### src/rtl/alu_pkg.sv
// -----------------------------------------------------------------------------
// alu_pkg
// Definitions shared by the ALU program sequencer and the register-file
// datapath that consumes its output.
//   - Instruction word layout: [7:6] op, [5:4] Rk, [3:2] Rj, [1:0] Ri
//   - Sequencer FSM state encodings
//   - instr_field(): extracts a 2-bit field from an instruction word
// -----------------------------------------------------------------------------
package alu_pkg;

    localparam int INSTR_W = 8;
    localparam int FIELD_W = 2;

    // Least-significant bit of each instruction field. The datapath decode
    // uses the same constants, so the layout lives in exactly one place.
    localparam int OP_LSB = 6;
    localparam int RK_LSB = 4;
    localparam int RJ_LSB = 2;
    localparam int RI_LSB = 0;

    typedef enum logic [1:0] {
        ST_IDLE = 2'd0,
        ST_RUN  = 2'd1,
        ST_DONE = 2'd2
    } seq_state_t;

    function automatic logic [FIELD_W-1:0] instr_field(
        input logic [INSTR_W-1:0] word,
        input int                 lsb
    );
        return word[lsb +: FIELD_W];
    endfunction

endpackage

### src/rtl/prog_mem.sv
// -----------------------------------------------------------------------------
// prog_mem
// Program memory for the ALU sequencer: DEPTH x W register array with one
// synchronous write port and one asynchronous (combinational) read port.
// Contents are never cleared, so a loaded program survives a reset.
// Ports:
//   clk      in   clock
//   we_i     in   write enable
//   waddr_i  in   write address
//   wdata_i  in   write data
//   raddr_i  in   read address
//   rdata_o  out  read data, combinational from raddr_i
// -----------------------------------------------------------------------------
module prog_mem #(
    parameter int DEPTH = 16,
    parameter int AW    = 4,
    parameter int W     = 8
) (
    input  logic          clk,
    input  logic          we_i,
    input  logic [AW-1:0] waddr_i,
    input  logic [W-1:0]  wdata_i,
    input  logic [AW-1:0] raddr_i,
    output logic [W-1:0]  rdata_o
);

    logic [W-1:0] mem_q [DEPTH];

    always_ff @(posedge clk) begin
        if (we_i) begin
            mem_q[waddr_i] <= wdata_i;
        end
    end

    // A write and a read of the same address in one cycle return the old
    // word; the new word is visible from the next cycle on.
    assign rdata_o = mem_q[raddr_i];

endmodule

### src/rtl/alu_sequencer.sv
// -----------------------------------------------------------------------------
// alu_sequencer
// Program sequencer for the 4-bit ALU register-file datapath. While idle the
// program is written through the load port; on start the instructions at
// addresses 0..last_addr are issued one per cycle as registered sel_* fields
// qualified by wr_en, followed by a one-cycle done pulse.
// Ports:
//   clk        in   clock, rising edge
//   reset      in   synchronous active-high reset
//   load_en    in   write load_data to load_addr (IDLE only)
//   load_addr  in   program write address
//   load_data  in   instruction word {op, Rk, Rj, Ri}
//   last_addr  in   address of final instruction, captured with start
//   start      in   begin execution at address 0 (IDLE only)
//   abort      in   stop execution without done (RUN only)
//   sel_Ri/Rj/Rk/op  out  instruction fields, held while wr_en is low
//   wr_en      out  sel_* carry a freshly issued instruction
//   busy       out  execution in progress
//   done       out  one-cycle pulse after the last instruction
//   pc         out  address of the next instruction to issue
// -----------------------------------------------------------------------------
module alu_sequencer
    import alu_pkg::*;
#(
    parameter int DEPTH = 16,
    parameter int AW    = 4
) (
    input  logic          clk,
    input  logic          reset,
    input  logic          load_en,
    input  logic [AW-1:0] load_addr,
    input  logic [7:0]    load_data,
    input  logic [AW-1:0] last_addr,
    input  logic          start,
    input  logic          abort,
    output logic [1:0]    sel_Ri,
    output logic [1:0]    sel_Rj,
    output logic [1:0]    sel_Rk,
    output logic [1:0]    sel_op,
    output logic          wr_en,
    output logic          busy,
    output logic          done,
    output logic [AW-1:0] pc
);

    seq_state_t           state_q, state_d;
    logic [AW-1:0]        pc_q, pc_d;
    logic [AW-1:0]        end_q, end_d;
    logic [1:0]           ri_q, ri_d;
    logic [1:0]           rj_q, rj_d;
    logic [1:0]           rk_q, rk_d;
    logic [1:0]           op_q, op_d;
    logic                 wr_en_q, wr_en_d;
    logic                 busy_q, busy_d;
    logic                 done_q, done_d;

    logic                 mem_we;
    logic [INSTR_W-1:0]   instr;

    // Loads are only accepted while idle so a running program never changes
    // underneath the read pointer.
    assign mem_we = load_en && (state_q == ST_IDLE);

    prog_mem #(
        .DEPTH (DEPTH),
        .AW    (AW),
        .W     (INSTR_W)
    ) u_prog_mem (
        .clk     (clk),
        .we_i    (mem_we),
        .waddr_i (load_addr),
        .wdata_i (load_data),
        .raddr_i (pc_q),
        .rdata_o (instr)
    );

    always_comb begin
        state_d = state_q;
        pc_d    = pc_q;
        end_d   = end_q;
        ri_d    = ri_q;
        rj_d    = rj_q;
        rk_d    = rk_q;
        op_d    = op_q;
        wr_en_d = 1'b0;
        busy_d  = busy_q;
        done_d  = 1'b0;

        case (state_q)
            ST_IDLE: begin
                if (start) begin
                    state_d = ST_RUN;
                    pc_d    = '0;
                    end_d   = last_addr;
                    busy_d  = 1'b1;
                end
            end

            ST_RUN: begin
                // Abort takes priority over the final-instruction check, and
                // the instruction at pc is dropped rather than issued.
                if (abort) begin
                    state_d = ST_IDLE;
                    busy_d  = 1'b0;
                end else begin
                    ri_d    = instr_field(instr, RI_LSB);
                    rj_d    = instr_field(instr, RJ_LSB);
                    rk_d    = instr_field(instr, RK_LSB);
                    op_d    = instr_field(instr, OP_LSB);
                    wr_en_d = 1'b1;
                    pc_d    = pc_q + {{(AW-1){1'b0}}, 1'b1};
                    if (pc_q == end_q) begin
                        state_d = ST_DONE;
                    end
                end
            end

            ST_DONE: begin
                // busy stays high through the last issue cycle and falls
                // together with the rising done pulse.
                state_d = ST_IDLE;
                busy_d  = 1'b0;
                done_d  = 1'b1;
            end

            default: begin
                state_d = ST_IDLE;
                busy_d  = 1'b0;
            end
        endcase
    end

    always_ff @(posedge clk) begin
        if (reset) begin
            state_q <= ST_IDLE;
            pc_q    <= '0;
            end_q   <= '0;
            ri_q    <= '0;
            rj_q    <= '0;
            rk_q    <= '0;
            op_q    <= '0;
            wr_en_q <= 1'b0;
            busy_q  <= 1'b0;
            done_q  <= 1'b0;
        end else begin
            state_q <= state_d;
            pc_q    <= pc_d;
            end_q   <= end_d;
            ri_q    <= ri_d;
            rj_q    <= rj_d;
            rk_q    <= rk_d;
            op_q    <= op_d;
            wr_en_q <= wr_en_d;
            busy_q  <= busy_d;
            done_q  <= done_d;
        end
    end

    assign sel_Ri = ri_q;
    assign sel_Rj = rj_q;
    assign sel_Rk = rk_q;
    assign sel_op = op_q;
    assign wr_en  = wr_en_q;
    assign busy   = busy_q;
    assign done   = done_q;
    assign pc     = pc_q;

endmodule
### config.mk
export PLATFORM = sky130hd
export DESIGN_NAME = alu_sequencer
export DESIGN_NICKNAME = d
export VERILOG_FILES = /design/src/rtl/alu_pkg.sv /design/src/rtl/prog_mem.sv /design/src/rtl/alu_sequencer.sv
export SDC_FILE = /design/constraint.sdc
export NUM_CORES = 1
export LEC_CHECK = 0
export ABC_AREA = 1
export CELL_PAD_IN_SITES_DETAIL_PLACEMENT = 1
export CELL_PAD_IN_SITES_GLOBAL_PLACEMENT = 1
export CORE_MARGIN = 5
export CORE_UTILIZATION = 35
export CTS_BUF_LIST = sky130_fd_sc_hd__clkbuf_4 sky130_fd_sc_hd__clkbuf_8
export DETAILED_ROUTE_END_ITERATION = 7
export PLACE_DENSITY_LB_ADDON = 0.05
export REMOVE_ABC_BUFFERS = 1
export SLEW_MARGIN = 10
export SYNTH_ARGS = -nofsm -noshare
export SYNTH_HDL_FRONTEND = slang
export SYNTH_HIERARCHICAL = 1
export SYNTH_SLANG_ARGS = --single-unit
### constraint.sdc
create_clock -name clk -period 1.5 [get_ports clk]
set_clock_uncertainty 0.05 [all_clocks]
set_input_delay 0.15 -clock clk [delete_from_list [all_inputs] [get_ports clk]]
set_output_delay 0.15 -clock clk [all_outputs]
set_load 0.05 [all_outputs]
==> results of run 1 <==
area by class of cell:
class | count | area share, %
flip-flops and latches | 149 | 47.3
well taps | 229 | 3.17
clock buffers | 17 | 2.59
clock inverters | 15 | 1.29
repair buffers | 108 | 15.3
inverters | 119 | 5.11
multi-input cells | 375 | 25.3
layout by cell type, fill, tap and decap left out, drive strengths merged:
| cell type | synthesis | routed |
|---|---|---|
| clkbuf | 3 | 22 |
| dfxtp | 21 | 21 |
| nor2 | 32 | 32 |
| clkinv | 0 | 10 |
| inv | 119 | 118 |
| o21ai | 5 | 5 |
| a21oi | 16 | 16 |
| nor3 | 1 | 1 |
| edfxtp | 128 | 128 |
| nand3 | 102 | 102 |
| clkdlybuf4s50 | 0 | 20 |
| clkinvlp | 0 | 5 |
| nand2 | 216 | 216 |
| ha | 1 | 1 |
| bufinv | 0 | 1 |
| buf | 24 | 83 |
| nand3b | 2 | 2 |
per-stage QoR:
step | setup TNS (ps) | area [µm²] | power (mW) | instances
after floorplan | -36380 | 6300 | 5.01 | 643
after global placement | -34450 | 7540 | 5.45 | 962
after detailed placement | -36540 | 7540 | 5.47 | 962
after CTS | -13030 | 8340 | 8.44 | 1005
after global routing | -22870 | 9030 | 8.91 | 1012
final | -12160 | 9030 | 8.52 | 1012
registers in the layout (all words and copies together) (netlist names):
register,cells
done,1
wr_en,1
sel_op,2
busy,1
end_q,4
sel_Rk,2
state_q,2
sel_Rj,2
sel_Ri,2
u_prog_mem/mem_q,128
pc,4
how the worst min path moves through the flow:
| stage | startpoint | end | slack [ps] | depth (start not counted) |
|---|---|---|---|---|
| 2_1_floorplan | reset | busy | 170 | 1 |
| 3_3_place_gp | busy | busy | 400 | 2 |
| 3_5_place_dp | sel_Rk[0] | sel_Rk[0] | 410 | 2 |
| 4_1_cts | last_addr[2] | end_q[2] | 280 | 3 |
| 5_1_grt | last_addr[2] | end_q[2] | 320 | 3 |
| 6_report | last_addr[2] | end_q[2] | 300 | 3 |
per-layer routing:
metal | GRT usage, % | vias to the layer above | share of wire [%] | wire length [µm]
li1 | - | 2350 | - | -
met4 | 4.61 | 0 | 0.82 | 166
met2 | 31.2 | 100 | 50 | 10000
met3 | 4.00 | 11 | 3.9 | 794
met5 | 0 | - | 0 | 0
met1 | 24.4 | 2403 | 46 | 9190
worst register-to-register path, delay by kind of cell (launching register included):
| family | cells | cell delay, ps |
|---|---|---|
| simple gates | 4 | 640 |
| flops | 1 | 340 |
| buf+inv | 3 | 330 |
power groups by stage:
stage                     combinational [mW]  sequential, mW  clock [mW]
after floorplan                        0.257            4.75           0
after global routing                    1.16            4.60        3.15
after global placement                 0.777            4.68           0
final                                   1.08            4.59        2.85
after CTS                              0.930            4.59        2.93
after detailed placement               0.787            4.68           0
cells by family after synthesis:
logic type,count (synthesis)
flip-flops,149
AO/OA/AOI/OAI,21
buffers and inverters,146
adder cells (fa/ha/maj),1
AND/OR/NAND/NOR,353
repair_timing:
item	CTS	global route
cloned	5	6
pin swaps	19	50
setup buffers	6	2
resized for setup	68	136
endpoints found under the setup margin	138	141
endpoints found under the hold margin	0	0
==> impl_metrics.toml, run 1 <==
[worst_setup_path]
endpoint = "u_prog_mem/mem_q[5][7]"
crit_cells = 7
reg2reg_to = "u_prog_mem/mem_q[5][7]"
cp-end-kind = "flop"
worstSetupStartpoint = "state_q[1]"
critPathMaxStageDelay_ps = 340
slowest_stage = "dfxtp_2"
r2r_cells = 7
crit_chain = "nor2_4 -> inv_4 -> nor2_4 -> buf_6 -> nand3b_1 -> nor2_1 -> buf_6"
cp-start-kind = "flop"
worstPathRequired_ps = 1610
path_buf_inv = 3
cp_data_arrival_time_ps = 1770
path_delay_family = "simple AND/OR/NAND/NOR gates"
rrSetupSlack_ps = -160
r2r_start = "state_q[1]"
crit_fanout = 8
critPathKind = "reg2reg"

[timing]
fmax_ghz = 0.601
worstMarginPinSlew_ps = 538
setup_viol = 137
holdWs_ps = 304
fin_crit_sh_pct = 111
grt_setup_unrepaired = "yes"
fin_crit_ps = 1660
maxSlewViolCount = 0
hold_viol_final = 0
slew_headroom_pct = 64.1
setup_slack_ps = -164

[detailed_routing]
drc_errors = 0
vias_per_cell = 4.81
num_vias = 4864
routed_wl_um = 20200
detail_route.wl_per_cell_um = 19.9
first_pass_iters = 5
postRouteAntennaNets = 0
drtIter0Drc = 275

[synth]
synthSimpleGateAreaFrac_pct = 22.6
ys.flop_type = "edfxtp_1"
synthTopCellsByCount = "nand2_1, edfxtp_1, inv_1"
synth_compound_area_share_pct = 1.62
synth_largest_area_cell = "edfxtp_1"
ys_warn_count = 6
yosysMostFrequentCell = "nand2_1"
synthMuxAreaShare_pct = 0
synth.cell_area_um2 = 6500
netlist.area_leader.share_pct = 59.1
synth_enable_flop_cells = 128
synthArstFlopShare_pct = 0
synth_top_family_by_area = "simple AND/OR/NAND/NOR gates"
avgSynthCellArea_um2 = 9.70
yosys-top-cells-area = "edfxtp_1, nand2_1, nand3_1, inv_1, dfxtp_1"
syn_inst = 670
synth-adder-area-share_pct = 0.193
yosysUniqueCellTypes = 18
synth-seq-cells = 149
synth-xor-area-share_pct = 0
ys_seq_area_share_pct = 65.6

[cts]
h-tree-depth = 4
worst_skew_pair.late_latency_ps = 440
clk_root_buffer_cell = "clkbuf_8"
postCtsHoldBufs = 0
cts_sinks = 149
path_clk_slew_ps = 80
cts_buffers = 17
cts_tree = "built"
clock_path_buffers = 2

[cells_and_area]
fillers = 1968
area_growth_pct = 39.0
num_antenna_cells = 0
multi_input_area_um2 = 2280
regArea_um2 = 4270
drive_gt1_share_pct = 33.8
layout.nets = 792
final_util_pct = 49.8

[floorplanning]
die_x_um = 146
rows = 49
start_util_pct = 35.8
dieHeight_um = 146
core_area_um2 = 18100
die_area_um2 = 21400
io_pins = 36

[pwr]
netSwitchingFraction_pct = 26.2
seq_power_share_pct = 53.8
internal_power_mw = 6.29
ir_worst_vdd_v = 0.000527
leakage_nw = 3.76
p_clk_share_pct = 33.4
power_density_nw_per_um2 = 943
p_comb_share_pct = 12.7
switchingPower_mw = 2.23

[global_route]
grt_max_degree = 26
grt_overflow = 0
grt_pass1_wl_um = 29600
grt_usage_pct = 18.5
antenna_found_initial = 0
grt_pass1_vias = 5004

[job]
drv_cap = 0

[run_status]
status = "complete, but fails checks"
failed_checks = "setup timing"

[placement]
pre_cts_ws_ps = -348
place_congestion = 0.829
post-dp-hpwl_um = 12700
port_buffers = 35

[min_path]
hp-class = "in2reg"
(Power assumes the default switching activity.)
==> inputs of run 2 (changes only) <==
--- a/config.mk
+++ b/config.mk
@@ -6,6 +6,7 @@
 export NUM_CORES = 1
 export LEC_CHECK = 0
 export ABC_AREA = 1
+export CAP_MARGIN = 20
 export CELL_PAD_IN_SITES_DETAIL_PLACEMENT = 1
 export CELL_PAD_IN_SITES_GLOBAL_PLACEMENT = 1
 export CORE_MARGIN = 5
@@ -19,3 +20,4 @@
 export SYNTH_HDL_FRONTEND = slang
 export SYNTH_HIERARCHICAL = 1
 export SYNTH_SLANG_ARGS = --single-unit
+export TNS_END_PERCENT = 50
==> run 2 against run 1 <==
The run still ends with setup timing left. Cell count decreased by 0.20%. Fmax increased by 0.71%. Sequential power about the same. Total power down 1.0%. Clock power is essentially flat. Utilization shrank 2.3 points. Sequential cell count did not move. Global-route usage fell by 0.79 points. Largest cell class unchanged.
==> impl_metrics.toml, run 2 (synthesis gave the netlist of run 1 again) <==
[run_status]
status = "complete, but fails checks"
failed_checks = "setup timing"

[timing]
setup_slack_ps = -152
fmax_ghz = 0.605
setup_viol = 134
worstMarginPinSlew_ps = 460
slew_headroom_pct = 69.3
fin_crit_sh_pct = 110
hold_viol_final = 0
fin_crit_ps = 1650
grt_setup_unrepaired = "yes"
setup_tns_ps = -13450
maxSlewViolCount = 0

[min_path]
min_path_cells = 3
hp-class = "in2reg"

[placement]
placed_cell_area_um2 = 7540
port_buffers = 35
place_congestion = 0.829
dpl.cell_count = 962
pre_cts_ws_ps = -348
post-dp-hpwl_um = 12700

[global_route]
grt_use_met2_pct = 29.6
grt_busiest_layer = "met2"
grt.met1_usage_pct = 23.8
grt_pass1_vias = 4898
grt_max_degree = 47
use_met3_pct = 3.56
grt_usage_pct = 17.7
grt_pass1_wl_um = 28500
antenna_found_initial = 0
grt_overflow = 0

[cts]
h-tree-depth = 4
cts_sinks = 149
cts_buffers = 17
cts_tree = "built"
path_clk_slew_ps = 90
postCtsHoldBufs = 0
clk_root_buffer_cell = "clkbuf_8"
clock_path_buffers = 2
worst_skew_pair.late_latency_ps = 450

[worst_setup_path]
critPathKind = "reg2reg"
crit_cells = 7
crit_chain = "nor2_4 -> inv_4 -> nor2_4 -> buf_6 -> nand3b_1 -> nor2_1 -> buf_4"
cp_data_arrival_time_ps = 1760
critPathMaxStageDelay_ps = 340
cp-start-kind = "flop"
cp-end-kind = "flop"
cp_common_cell = "nor2_4"
path_buf_inv = 3
r2r_cells = 7
crit_fanout = 8
slowest_stage = "dfxtp_2"
path_delay_family = "simple AND/OR/NAND/NOR gates"
worstPathRequired_ps = 1610

[cells_and_area]
fin_cells = 1010
largest-register = "u_prog_mem/mem_q"
final_common_cell = "nand2_1"
final_area_um2 = 8610
largest_reg_flops = 128
num_antenna_cells = 0
layout.nets = 790
final_cell_mix = "nand2_1, edfxtp_1, inv_1, nand3_1, buf_4"
drive_gt1_share_pct = 26.5
area_growth_pct = 32.5

[detailed_routing]
num_vias = 4855
vias_per_cell = 4.81
postRouteAntennaNets = 0
routed_wl_um = 19700
detail_route.wl_per_cell_um = 19.6
drc_errors = 0
drtIter0Drc = 255
first_pass_iters = 4

[floorplanning]
rows = 49
start_util_pct = 35.8
core_area_um2 = 18100
die_x_um = 146
die_area_um2 = 21400
io_pins = 36
dieHeight_um = 146

[pwr]
power_mw = 8.43
leakage_nw = 3.64
ir_worst_vdd_v = 0.000539
power_density_nw_per_um2 = 979

[job]
drv_cap = 0
## run 2: cell types whose count changed in the layout (fill, tap and decap cells not counted), moves of 3 or more
cell	delta
nand2_2	-21
nand2_4	-8
nand3_1	+26
nand3_4	-4
nor2_2	+3
buf_12	+3
buf_6	-5
buf_4	+7
buf_16	-5
nand3_2	-22
nand2_1	+30
## run 2: power breakdown
group | switching, mW | internal, mW
clock network | 1.58 | 1.28
logic | 0.581 | 0.400
registers | 0.0344 | 4.56
## run 2: path summary, 6_finish.rpt
kind                       endpoint          from  slack, ps
max reg2reg  u_prog_mem/mem_q[4][5]    state_q[1]       -150
min                        end_q[2]  last_addr[2]        300
min reg2reg               sel_Rk[0]     sel_Rk[0]        420
max          u_prog_mem/mem_q[4][5]    state_q[1]       -150
## run 2: through the flow
stage / hold WS (ps) / utilization [%]
after CTS: 279 / 44.2
after global placement: 402 / 41.5
after detailed placement: 409 / 41.5
after global routing: 319 / 47.5
final: 304 / 47.5
after floorplan: 169 / -
## run 2: area by class of cell
type	count	area, µm²
fill	2006	9540
clock buffer	17	234
timing repair buffer	106	1270
inverter	119	457
sequential	149	4270
clock inverter	15	116
tap	229	287
multi-input combinational	375	1980
## run 2: routing by layer
metal | share of wire [%] | routed length [µm]
met5 | 0 | 0
met2 | 49 | 9640
met3 | 3.6 | 720
met1 | 46 | 9110
met4 | 1.4 | 272
## run 2: what timing repair did
| item | 4_1_cts | 5_1_grt |
|---|---|---|
| resized for setup | 28 | 97 |
| cloned | 0 | 7 |
| pin swaps | 5 | 32 |
| buffers inserted | 4 | 5 |
| setup endpoints to repair | 138 | 142 |
## run 2: worst register-to-register path: stages, from the launching register on
cell and delay [ps]:
dfxtp_2 340, nor2_4 130, inv_4 60, nor2_4 120, buf_6 110, nand3b_1 180, nor2_1 170, buf_4 190
==> patch 1: new RTL, settings of run 2 <==
`DEPTH` is set to 16 in 2 places; all go to 32.
--- a/src/rtl/prog_mem.sv
+++ b/src/rtl/prog_mem.sv
@@ -14,3 +14,3 @@
 module prog_mem #(
-    parameter int DEPTH = 16,
+    parameter int DEPTH = 32,
     parameter int AW    = 4,
--- a/src/rtl/alu_sequencer.sv
+++ b/src/rtl/alu_sequencer.sv
@@ -24,3 +24,3 @@
 #(
-    parameter int DEPTH = 16,
+    parameter int DEPTH = 32,
     parameter int AW    = 4
Check against the original RTL: no difference found for any inputs over 10 cycles, from zero or initial values and one cycle with reset high; that may be too few to reach the edited logic, so the function may still have changed.
==> patch 1 against run 2 <==
  * The flow still finishes with violations (setup timing)
  * Synthesized area about the same
  * Routed wire length decreased by 0.43%
  * First-iteration DRC count increased by 53%
  * Maximum frequency increased by 2.4%
  * Sequential power about the same
  * Count of clock-buffer cells in the layout unchanged
  * Power increased by 2.9%
  * Sequential cell count unchanged
  * Setup slack improved by 38 ps
  * Cell area increased by 0.81%
  * Critical endpoint is now sel_Rj[0]$_SDFFE_PP0N_
  * Largest power group unchanged
==> patch 1: results <==
set metrics [dict create \
    power.leakage_nw 3.65 \
    setup_viol 119 \
    fillers 2017 \
    yosys-top-cells-count "nand2_1, edfxtp_1, inv_1, nand3_1, nor2_1" \
    crit_start "pc[0]$_SDFFE_PP0P_" \
    track_usage 0.183 \
    wl_per_cell_um 19.4 \
    slowest_stage "dfxtp_4" \
    seq_area_frac_synth 0.656 \
    grt_pass1_vias 5070 \
    hold_end "end_q[3]$_SDFFE_PP0P_" \
    swShare 0.269 \
    grt_max_degree 28 \
    place.gp.congestion 0.855 \
    internal_power_w 0.00634 \
    synthTopCellsByArea "edfxtp_1, nand2_1, nand3_1" \
    cp-endpoint "sel_Rj[0]$_SDFFE_PP0N_" \
    power_frac_comb 0.111 \
    violations "setup timing" \
    placed_area_um2 7620 \
    rr_worst_depth 11 \
    viasPerCell 4.77 \
    drive_above_1_share 0.257 \
    worst_pin_slew_ps 417 \
    hp-start "last_addr[3]" \
    whs_ps 265 \
    ir_drop_v 0.000541 \
    status "finished with violations" \
    grt_pass1_wl_um 29400 \
    setup_ws_ps -114 \
    first_iter_violations 389 \
    slowest_delay_ps 420 \
    nets 791 \
]
## patch 1: changes by cell type in the layout (fill, tap and decap cells not counted), sizes merged, moves of 2 or more
cell / before / now
nand3: 102 / 105
clkinvlp: 5 / 2
clkinv: 9 / 4
inv: 119 / 129
nand3b: 2 / 0
## patch 1: repair_timing
action / in CTS / in global routing
setup buffers: 2 / 1
pin swaps: 2 / 21
gates resized for setup: 50 / 74
endpoints found under the setup margin: 139 / 140
cloned: 2 / 4
## patch 1: cells by family after synthesis
family | synth area share
buf+inv | 0.100
flops | 0.656
compound gates | 0.0162
fa+ha+maj | 0.00193
simple gates | 0.225
## patch 1: worst reg2reg max path: stages (launching register included)
cell and delay [ps]:
dfxtp_4 420, buf_4 160, buf_16 120, buf_4 130, nand2_1 50, nand2_1 60
nand2_1 60, nand3_1 100, nand3_2 120, nand2_2 100, nand2_1 60, a21oi_2 120
## patch 1: metal layers
layer / track usage / part of all wire / wire, um / vias to the layer above
li1: - / - / - / 2346
met1: 0.238 / 0.45 / 8790 / 2346
met2: 0.301 / 0.49 / 9640 / 112
met3: 0.0452 / 0.048 / 952 / 18
met4: 0.0583 / 0.015 / 286 / 0
met5: 0 / 0 / 0 / -
## patch 1: metrics by stage
stage	utilization	worst slack [ps]
2_1_floorplan	-	-1860
3_3_place_gp	0.420	-408
3_5_place_dp	0.420	-414
4_1_cts	0.457	-128
5_1_grt	0.478	-175
6_report	0.478	-114
## patch 1: final cells by class
class | count | area (um^2) | share of cell area
Sequential cell | 149 | 4270 | 0.492
Tap cell | 229 | 287 | 0.0330
Clock buffer | 17 | 234 | 0.0269
Multi-Input combinational cell | 374 | 1970 | 0.227
Clock inverter | 15 | 163 | 0.0187
Timing Repair Buffer | 106 | 1300 | 0.149
Inverter | 121 | 462 | 0.0532
==> patch 2: new RTL, settings of run 2 <==
Without the edit above. `pc_q` no longer has a reset.
--- a/src/rtl/alu_sequencer.sv
+++ b/src/rtl/alu_sequencer.sv
@@ -135,3 +135,2 @@
             state_q <= ST_IDLE;
-            pc_q    <= '0;
             end_q   <= '0;
@@ -146,3 +145,2 @@
             state_q <= state_d;
-            pc_q    <= pc_d;
             end_q   <= end_d;
@@ -156,2 +154,6 @@
         end
+    end
+
+    always_ff @(posedge clk) begin
+        pc_q <= pc_d;
     end
Behaviour: differs if reset is asserted again (counterexample within 4 cycles, from zero or initial values and one cycle with reset high); with reset held inactive, the same outputs for 10 cycles.
==> patch 2 against run 2 <==
  * The run still ends with setup timing left
  * Combinational power increased by 98%
  * Cell area increased by 0.12%
  * Sequential cell count unchanged
  * Setup slack got worse by 10 ps
  * First-iteration DRC count increased by 6.7%
  * Maximum frequency decreased by 0.60%
  * Sequential power increased by 1%
  * Routed wire length decreased by 3.5%
  * Highest routed layer unchanged
  * Largest power group unchanged
  * Power increased by 16%
  * Synthesized cell count decreased by 2.7%
  * Global-route usage increased by 0.38 points
  * Synthesized area decreased by 0.17%
  * Die area decreased by 0.16%
  * Worst hold slack got worse by 30 ps
==> patch 2: results <==
set metrics [dict create \
    violations "setup timing" \
    status "finished with violations" \
    slowest_stage "edfxtp_1" \
    postCtsSetupRepairBufs 7 \
    drive_above_1_share 0.259 \
    cp.arrival_ps 2000 \
    viasPerCell 4.70 \
    wl_met2_um 9350 \
    multi_input_area_share 0.222 \
    die-area_um2 21400 \
    grt_max_degree 21 \
    grt_util_met3 0.0406 \
    setup_viol 82 \
    synth_compound_area_frac 0.0177 \
    seq_area_frac_synth 0.663 \
    track_usage 0.181 \
    buf_share 0.146 \
    wl_per_cell_um 19.3 \
    seq_share 0.499 \
    clkCellAreaFrac 0.0461 \
    cp-endpoint "sel_op[0]$_SDFFE_PP0N_" \
    setup_ws_ps -162 \
    area_growth_pct 32.9 \
    wl_met3_um 604 \
    nMultiInputCombCells 359 \
    grt_pass1_wl_um 28700 \
    synth.distinct_cells 25 \
    fillers 1975 \
    cp_max_fo 5 \
    tns_ps -3910 \
    crit_start "pc[0]$_SDFFCE_PP0P_" \
    yosys-top-cells-count "nand2_1, edfxtp_1, inv_1, nand3_1, nor2_1" \
    placed_area_um2 7480 \
    ir_drop_v 0.000705 \
    place.gp.congestion 0.804 \
]
patch 2: cell families (layout without fill, tap and decap cells):
family | count (synthesis) | in the layout
AND/OR/NAND/NOR | 336 | 336
flip-flops | 149 | 149
buffers and inverters | 144 | 250
AO/OA/AOI/OAI | 21 | 21
adder cells (fa/ha/maj) | 1 | 1
XOR/XNOR | 1 | 1
patch 2: where the power goes:
part	leakage (nW)	switching, W	internal [W]	total [W]
sequential	1.33	0.0000457	0.00460	0.00464
clock	0.195	0.00152	0.00165	0.00317
combinational	2.15	0.00112	0.000820	0.00194
patch 2: worst min-delay path by stage:
stage	to	depth (start not counted)	slack, ps
final	end_q[3]$_SDFFE_PP0P_	3	270
after global routing	end_q[2]$_SDFFE_PP0P_	3	260
after CTS	end_q[3]$_SDFFE_PP0P_	3	240
after detailed placement	sel_Rk[1]$_SDFFE_PP0N_	2	410
after global placement	sel_Rj[0]$_SDFFE_PP0N_	2	400
after floorplan	sel_Ri[0]$_SDFFE_PP0N_	1	170
